### config.mk
export PLATFORM = sky130hd
export DESIGN_NAME = arb_req_concentrator
export DESIGN_NICKNAME = d
export VERILOG_FILES = /design/src/rtl/arb_req_concentrator.sv
export SDC_FILE = /design/constraint.sdc
export NUM_CORES = 1
export LEC_CHECK = 0
export CAP_MARGIN = 20
export CORE_ASPECT_RATIO = 1.25
export CORE_UTILIZATION = 60
export DETAILED_ROUTE_END_ITERATION = 7
export DONT_BUFFER_PORTS = 1
export GPL_TIMING_DRIVEN = 0
export PLACE_DENSITY_LB_ADDON = 0.2
export SYNTH_ARGS = -nofsm -noshare
export SYNTH_HDL_FRONTEND = slang
export SYNTH_SLANG_ARGS = --single-unit
### constraint.sdc
create_clock -name clock_i -period 7.3 [get_ports clock_i]
set_clock_uncertainty 0.05 [all_clocks]
set_input_delay 1.46 -clock clock_i [delete_from_list [all_inputs] [get_ports clock_i]]
set_output_delay 1.46 -clock clock_i [all_outputs]
set_load 0.02 [all_outputs]
### src/rtl/arb_req_concentrator.sv
// arb_req_concentrator
//
// Front end for a round-robin arbiter. Each requester owns a small FIFO.
// The arbiter sees one request line per non-empty FIFO. The winning FIFO's
// head entry is moved into a registered valid/ready output port, tagged
// with the requester index.
//
// Ports
//   clock_i      : clock, rising edge
//   reset_i      : asynchronous reset, active high
//   req_valid_i  : per-requester request valid
//   req_data_i   : per-requester payloads, requester i at [i*DATA_WIDTH +: DATA_WIDTH]
//   req_ready_o  : per-requester accept (FIFO not full)
//   arb_reqs_o   : request lines to the arbiter
//   arb_grants_i : one-hot (or zero) grants from the arbiter
//   arb_pop_o    : tells the arbiter that its grant is consumed this cycle
//   out_valid_o  : output register holds a request
//   out_data_o   : granted payload
//   out_id_o     : index of the granted requester
//   out_ready_i  : downstream accept

module arb_req_concentrator #(
    parameter  int NUM_REQS   = 4,
    parameter  int DATA_WIDTH = 32,
    parameter  int FIFO_DEPTH = 2,
    localparam int ID_WIDTH   = (NUM_REQS > 1) ? $clog2(NUM_REQS) : 1
) (
    input  logic                           clock_i,
    input  logic                           reset_i,
    input  logic [NUM_REQS-1:0]            req_valid_i,
    input  logic [NUM_REQS*DATA_WIDTH-1:0] req_data_i,
    output logic [NUM_REQS-1:0]            req_ready_o,
    output logic [NUM_REQS-1:0]            arb_reqs_o,
    input  logic [NUM_REQS-1:0]            arb_grants_i,
    output logic                           arb_pop_o,
    output logic                           out_valid_o,
    output logic [DATA_WIDTH-1:0]          out_data_o,
    output logic [ID_WIDTH-1:0]            out_id_o,
    input  logic                           out_ready_i
);

    localparam int PTR_W = $clog2(FIFO_DEPTH);
    localparam int CNT_W = PTR_W + 1;

    logic [NUM_REQS-1:0]   full;
    logic [NUM_REQS-1:0]   empty;
    logic [NUM_REQS-1:0]   push;
    logic [NUM_REQS-1:0]   pop;
    logic [DATA_WIDTH-1:0] head [NUM_REQS];

    logic                  load_en;
    logic                  out_valid_q, out_valid_d;
    logic [DATA_WIDTH-1:0] out_data_q, out_data_d;
    logic [ID_WIDTH-1:0]   out_id_q, out_id_d;

    // The output register can take a new entry when it is empty or being
    // drained this cycle. Otherwise requests are hidden from the arbiter so
    // its round-robin pointer does not move on a grant that cannot be used.
    assign load_en    = !out_valid_q || out_ready_i;
    assign arb_reqs_o = load_en ? ~empty : '0;
    assign arb_pop_o  = |arb_reqs_o;

    // Qualify with our own requests so a stray grant can never pop a FIFO.
    assign pop         = arb_grants_i & arb_reqs_o;
    assign req_ready_o = ~full;

    for (genvar g = 0; g < NUM_REQS; g++) begin : g_fifo
        logic [DATA_WIDTH-1:0] mem_q [FIFO_DEPTH];
        logic [PTR_W-1:0]      wr_ptr_q, wr_ptr_d;
        logic [PTR_W-1:0]      rd_ptr_q, rd_ptr_d;
        logic [CNT_W-1:0]      cnt_q, cnt_d;

        assign full[g]  = (cnt_q == CNT_W'(FIFO_DEPTH));
        assign empty[g] = (cnt_q == '0);
        assign push[g]  = req_valid_i[g] && !full[g];
        assign head[g]  = mem_q[rd_ptr_q];

        always_comb begin
            wr_ptr_d = wr_ptr_q;
            rd_ptr_d = rd_ptr_q;
            cnt_d    = cnt_q;
            if (push[g]) begin
                wr_ptr_d = wr_ptr_q + PTR_W'(1);
            end
            if (pop[g]) begin
                rd_ptr_d = rd_ptr_q + PTR_W'(1);
            end
            case ({push[g], pop[g]})
                2'b10:   cnt_d = cnt_q + CNT_W'(1);
                2'b01:   cnt_d = cnt_q - CNT_W'(1);
                default: cnt_d = cnt_q;
            endcase
        end

        always_ff @(posedge clock_i or posedge reset_i) begin
            if (reset_i) begin
                wr_ptr_q <= '0;
                rd_ptr_q <= '0;
                cnt_q    <= '0;
            end else begin
                wr_ptr_q <= wr_ptr_d;
                rd_ptr_q <= rd_ptr_d;
                cnt_q    <= cnt_d;
            end
        end

        // Storage needs no reset: an entry is only read after it was written.
        always_ff @(posedge clock_i) begin
            if (push[g]) begin
                mem_q[wr_ptr_q] <= req_data_i[g*DATA_WIDTH +: DATA_WIDTH];
            end
        end
    end

    always_comb begin
        out_valid_d = out_valid_q;
        out_data_d  = out_data_q;
        out_id_d    = out_id_q;
        if (load_en) begin
            // No grant while loadable means the register empties (or stays
            // empty); data and id keep their last values.
            out_valid_d = |pop;
            for (int i = 0; i < NUM_REQS; i++) begin
                if (pop[i]) begin
                    out_data_d = head[i];
                    out_id_d   = ID_WIDTH'(i);
                end
            end
        end
    end

    always_ff @(posedge clock_i or posedge reset_i) begin
        if (reset_i) begin
            out_valid_q <= 1'b0;
            out_data_q  <= '0;
            out_id_q    <= '0;
        end else begin
            out_valid_q <= out_valid_d;
            out_data_q  <= out_data_d;
            out_id_q    <= out_id_d;
        end
    end

    assign out_valid_o = out_valid_q;
    assign out_data_o  = out_data_q;
    assign out_id_o    = out_id_q;

`ifndef SYNTHESIS
    a_grant_onehot : assert property (@(posedge clock_i) disable iff (reset_i)
        $onehot0(arb_grants_i));
    a_grant_needs_req : assert property (@(posedge clock_i) disable iff (reset_i)
        (arb_grants_i != '0) |-> (arb_reqs_o != '0));
    a_grant_not_empty : assert property (@(posedge clock_i) disable iff (reset_i)
        ((arb_grants_i & empty) == '0));
`endif

endmodule

==> run metrics <==
GR Util All Layers 22.73%; Total Wirelength 23210 um; post-route minimum period 4163 ps; Wirelength per Cell 23.40 um; die height approximately 160 um; via count of the first global-routing pass 6029; count of antenna diodes in the layout 0; class of the tightest hold or removal check reg2reg; required arrival time at the worst endpoint 5790 ps; Worst Path Class, Setup in2out; static leakage between 4 and 5 nW; Rel. slew slack 35.22%; combined area of all synthesized cells about 12000 um^2; ports placed on the boundary approximately 180; first drt pass iteration count 4; worst-case clock buffer depth 3; FF+latch count, synth 307; via count 5842; die width 129.2 um; dominant combinational cell family by area after synthesis multiplexers; Syn Area/Cell 18.04 um^2; overall overflow remaining after global route 0; die area 20810 um^2; top area cells in the synthesized netlist edfxtp_1 (63%), mux2i_1 (11%), dfrtp_1 (11%); effective utilization at floorplan 61.91%; depth of the CTS H-tree 1; crit path cell chain or2b_4, and2_1, or4_1; Vias per Instance 5.889; biggest cell delay along the critical path 680 ps; Synth top area share between 60% and 70%; max cap viols 0; basic-gate share of the synthesized area counting and, or, nand and nor cells 1.844%; Residual DRC 0; clock-pin slew on the worst setup and hold paths 60 ps; maximum fanout along the worst path 7; XOR/XNOR Fraction of Synth Area under 10%; arrival time reported for the critical path endpoint roughly 2700 ps; area of the core region between 15000 and 20000 um^2; sequential element share of the synthesized area 73.82%; multiplexer share of the synthesized area 10.55%; outcome finished clean; net count of the mapped netlist 816; FP Rows 57; Yosys warning count 0; number of buffers created by CTS 29; Final setup viols 0; Iteration-0 DRC Markers 354; Hold Violations, Final 0; number of buffers inserted by hold repair at cts 0; antenna violations before repair 0; Setup TNS Final 0 ps; instance count of the mapped netlist approximately 670; count of input and output buffers 0; count of buffers added by post-CTS timing repair for setup 0; worst hold-check slack 448.5 ps; wire length of the first global-routing pass between 30000 and 40000 um; Peak VDD IR 0.2534 mV; cell type with the largest total area after synthesis edfxtp_1; count of cell types in the netlist 33; largest net degree at the start of global routing 33; clk sink count ~310; nature of the critical path startpoint input port; number of nets in the layout approximately 850; compound-gate portion of the synthesized area slightly below 9%; Power Dens Cells approximately 430 nW/um^2; timing-limited maximum frequency around 0.24 GHz; fill cell instance count of the final layout 1337; critical path capture point type output pin; clock tree from TritonCTS built; quantity of gates resized following cts 0; slew of the pin with the lowest slew margin slightly below 1000 ps; GP Congestion between 0.8 and 0.9; share of post-route cells with drive strength above 1 between 10% and 20%; remaining number of nets flagged by the antenna check after routing 0; max-slew violation total from the final report 0; final clock period utilization by the worst path 57.03%; adder and majority cell fraction of the synthesized area 0.4122%; setup repair after global routing missed its margin no; area added between synthesis and finish 10.70%; clock latency on the worst-skew pair about 530 ps; placed wire-length estimate around 17000 um; crit path max-delay cell type or4_1; root buf cell clkbuf_16
-- worst paths after layout --
path,from,end,slack [ps],cells past startpoint
max,out_ready_i,arb_pop_o,3140,3
min,g_fifo[3].cnt_q[1],g_fifo[3].cnt_q[1],450,1
max reg2reg,out_valid_o,g_fifo[3].cnt_q[1],5010,8
min reg2reg,g_fifo[3].cnt_q[1],g_fifo[3].cnt_q[1],450,1
max in group asynchronous,reset_i,out_data_o[12],5880,2
min in group asynchronous,reset_i,out_data_o[4],790,1
-- cell families after synthesis --
group,count (synthesis)
AOI/OAI and AO/OA,101
xor gates and xnor gates,20
adders and majority gates,4
buffers and inverters,75
DFF,307
muxes,128
and+or+nand+nor,38
-- final cells by class --
| type | instances | area (um^2) | area share (%) |
|---|---|---|---|
| multi-input combinational | 291 | 2843 | 21.15 |
| buffer | 36 | 225.2 | 1.676 |
| inverter | 39 | 146.4 | 1.089 |
| timing repair buffer | 1 | 20.02 | 0.1489 |
| clock buffer | 38 | 789.5 | 5.874 |
| clock inverter | 15 | 122.6 | 0.9122 |
| sequential | 307 | 8964 | 66.69 |
| tap | 265 | 331.6 | 2.467 |
-- sequential cells by signal (all words and copies together) (netlist names) --
register and cells:
g_fifo.cnt_q 8, out_valid_o 1, g_fifo.wr_ptr_q 4, g_fifo.rd_ptr_q 4, g_fifo.mem_q 256, out_data_o 32
out_id_o 2
-- layout by cell type (no fill, tap or decap), drive strengths merged, types with 4 or more instances in the layout --
master | netlist | routed
xnor2 | 16 | 16
mux2i | 128 | 128
o22a | 64 | 64
clkbuf | 8 | 46
o221ai | 32 | 32
nand2 | 5 | 5
inv | 39 | 39
clkinv | 0 | 11
buf | 28 | 29
nand2b | 5 | 5
edfxtp | 256 | 256
dfrtp | 51 | 51
nor2 | 12 | 12
ha | 4 | 4
and3 | 4 | 4
xor2 | 4 | 4
-- power breakdown --
part / internal, W / switching, W
clock: 0.000827 / 0.000588
combinational: 0.000656 / 0.000981
sequential: 0.00244 / 0.000323
-- cells in the mapped netlist --
cell / number
o22a_1: 64
o2111ai_2: 2
a21oi_1: 1
nor2_1: 11
edfxtp_1: 256
dfrtp_1: 51
or2b_4: 1
inv_1: 38
and2_1: 2
and3_1: 4
a31o_2: 1
ha_1: 4
o221ai_1: 2
o221ai_2: 30
nand3_1: 2
xor2_1: 4
o21ai_1: 1
or3_1: 2
buf_6: 8
clkbuf_1: 8
xnor2_1: 16
or4_1: 1
nor2b_1: 1
buf_4: 2
mux2i_1: 128
inv_2: 1
buf_2: 18
or2_1: 2
nand2_1: 4
nand4_4: 1
nand2_4: 1
nor2_2: 1
nand2b_1: 5
-- worst max-delay path, delay by kind of cell --
family / cells / cell delay (ps)
AND/OR/NAND/NOR: 3 / 1190
-- metal layers --
| layer | up-vias | global-route usage (%) | routed length [um] |
|---|---|---|---|
| met1 | 2934 | 29.04 | 9029 |
| li1 | 2683 | - | - |
| met3 | 30 | 6.890 | 2232 |
| met4 | 0 | 4.973 | 357 |
| met5 | - | 0 | 0 |
| met2 | 195 | 38.29 | 11590 |
-- stage by stage --
step	power (W)	std cells	util [%]	worst slack (ps)	area, um^2
2_1_floorplan	0.004003	673	-	3196	12140
6_report	0.005814	992	68.54	3137	13440
3_3_place_gp	0.004369	938	63.60	3147	12470
4_1_cts	0.005861	992	68.54	3142	13440
5_1_grt	0.006075	992	68.54	3124	13440
3_5_place_dp	0.004450	939	63.89	3141	12530
No activity file was read; power rests on OpenSTA's default activity.
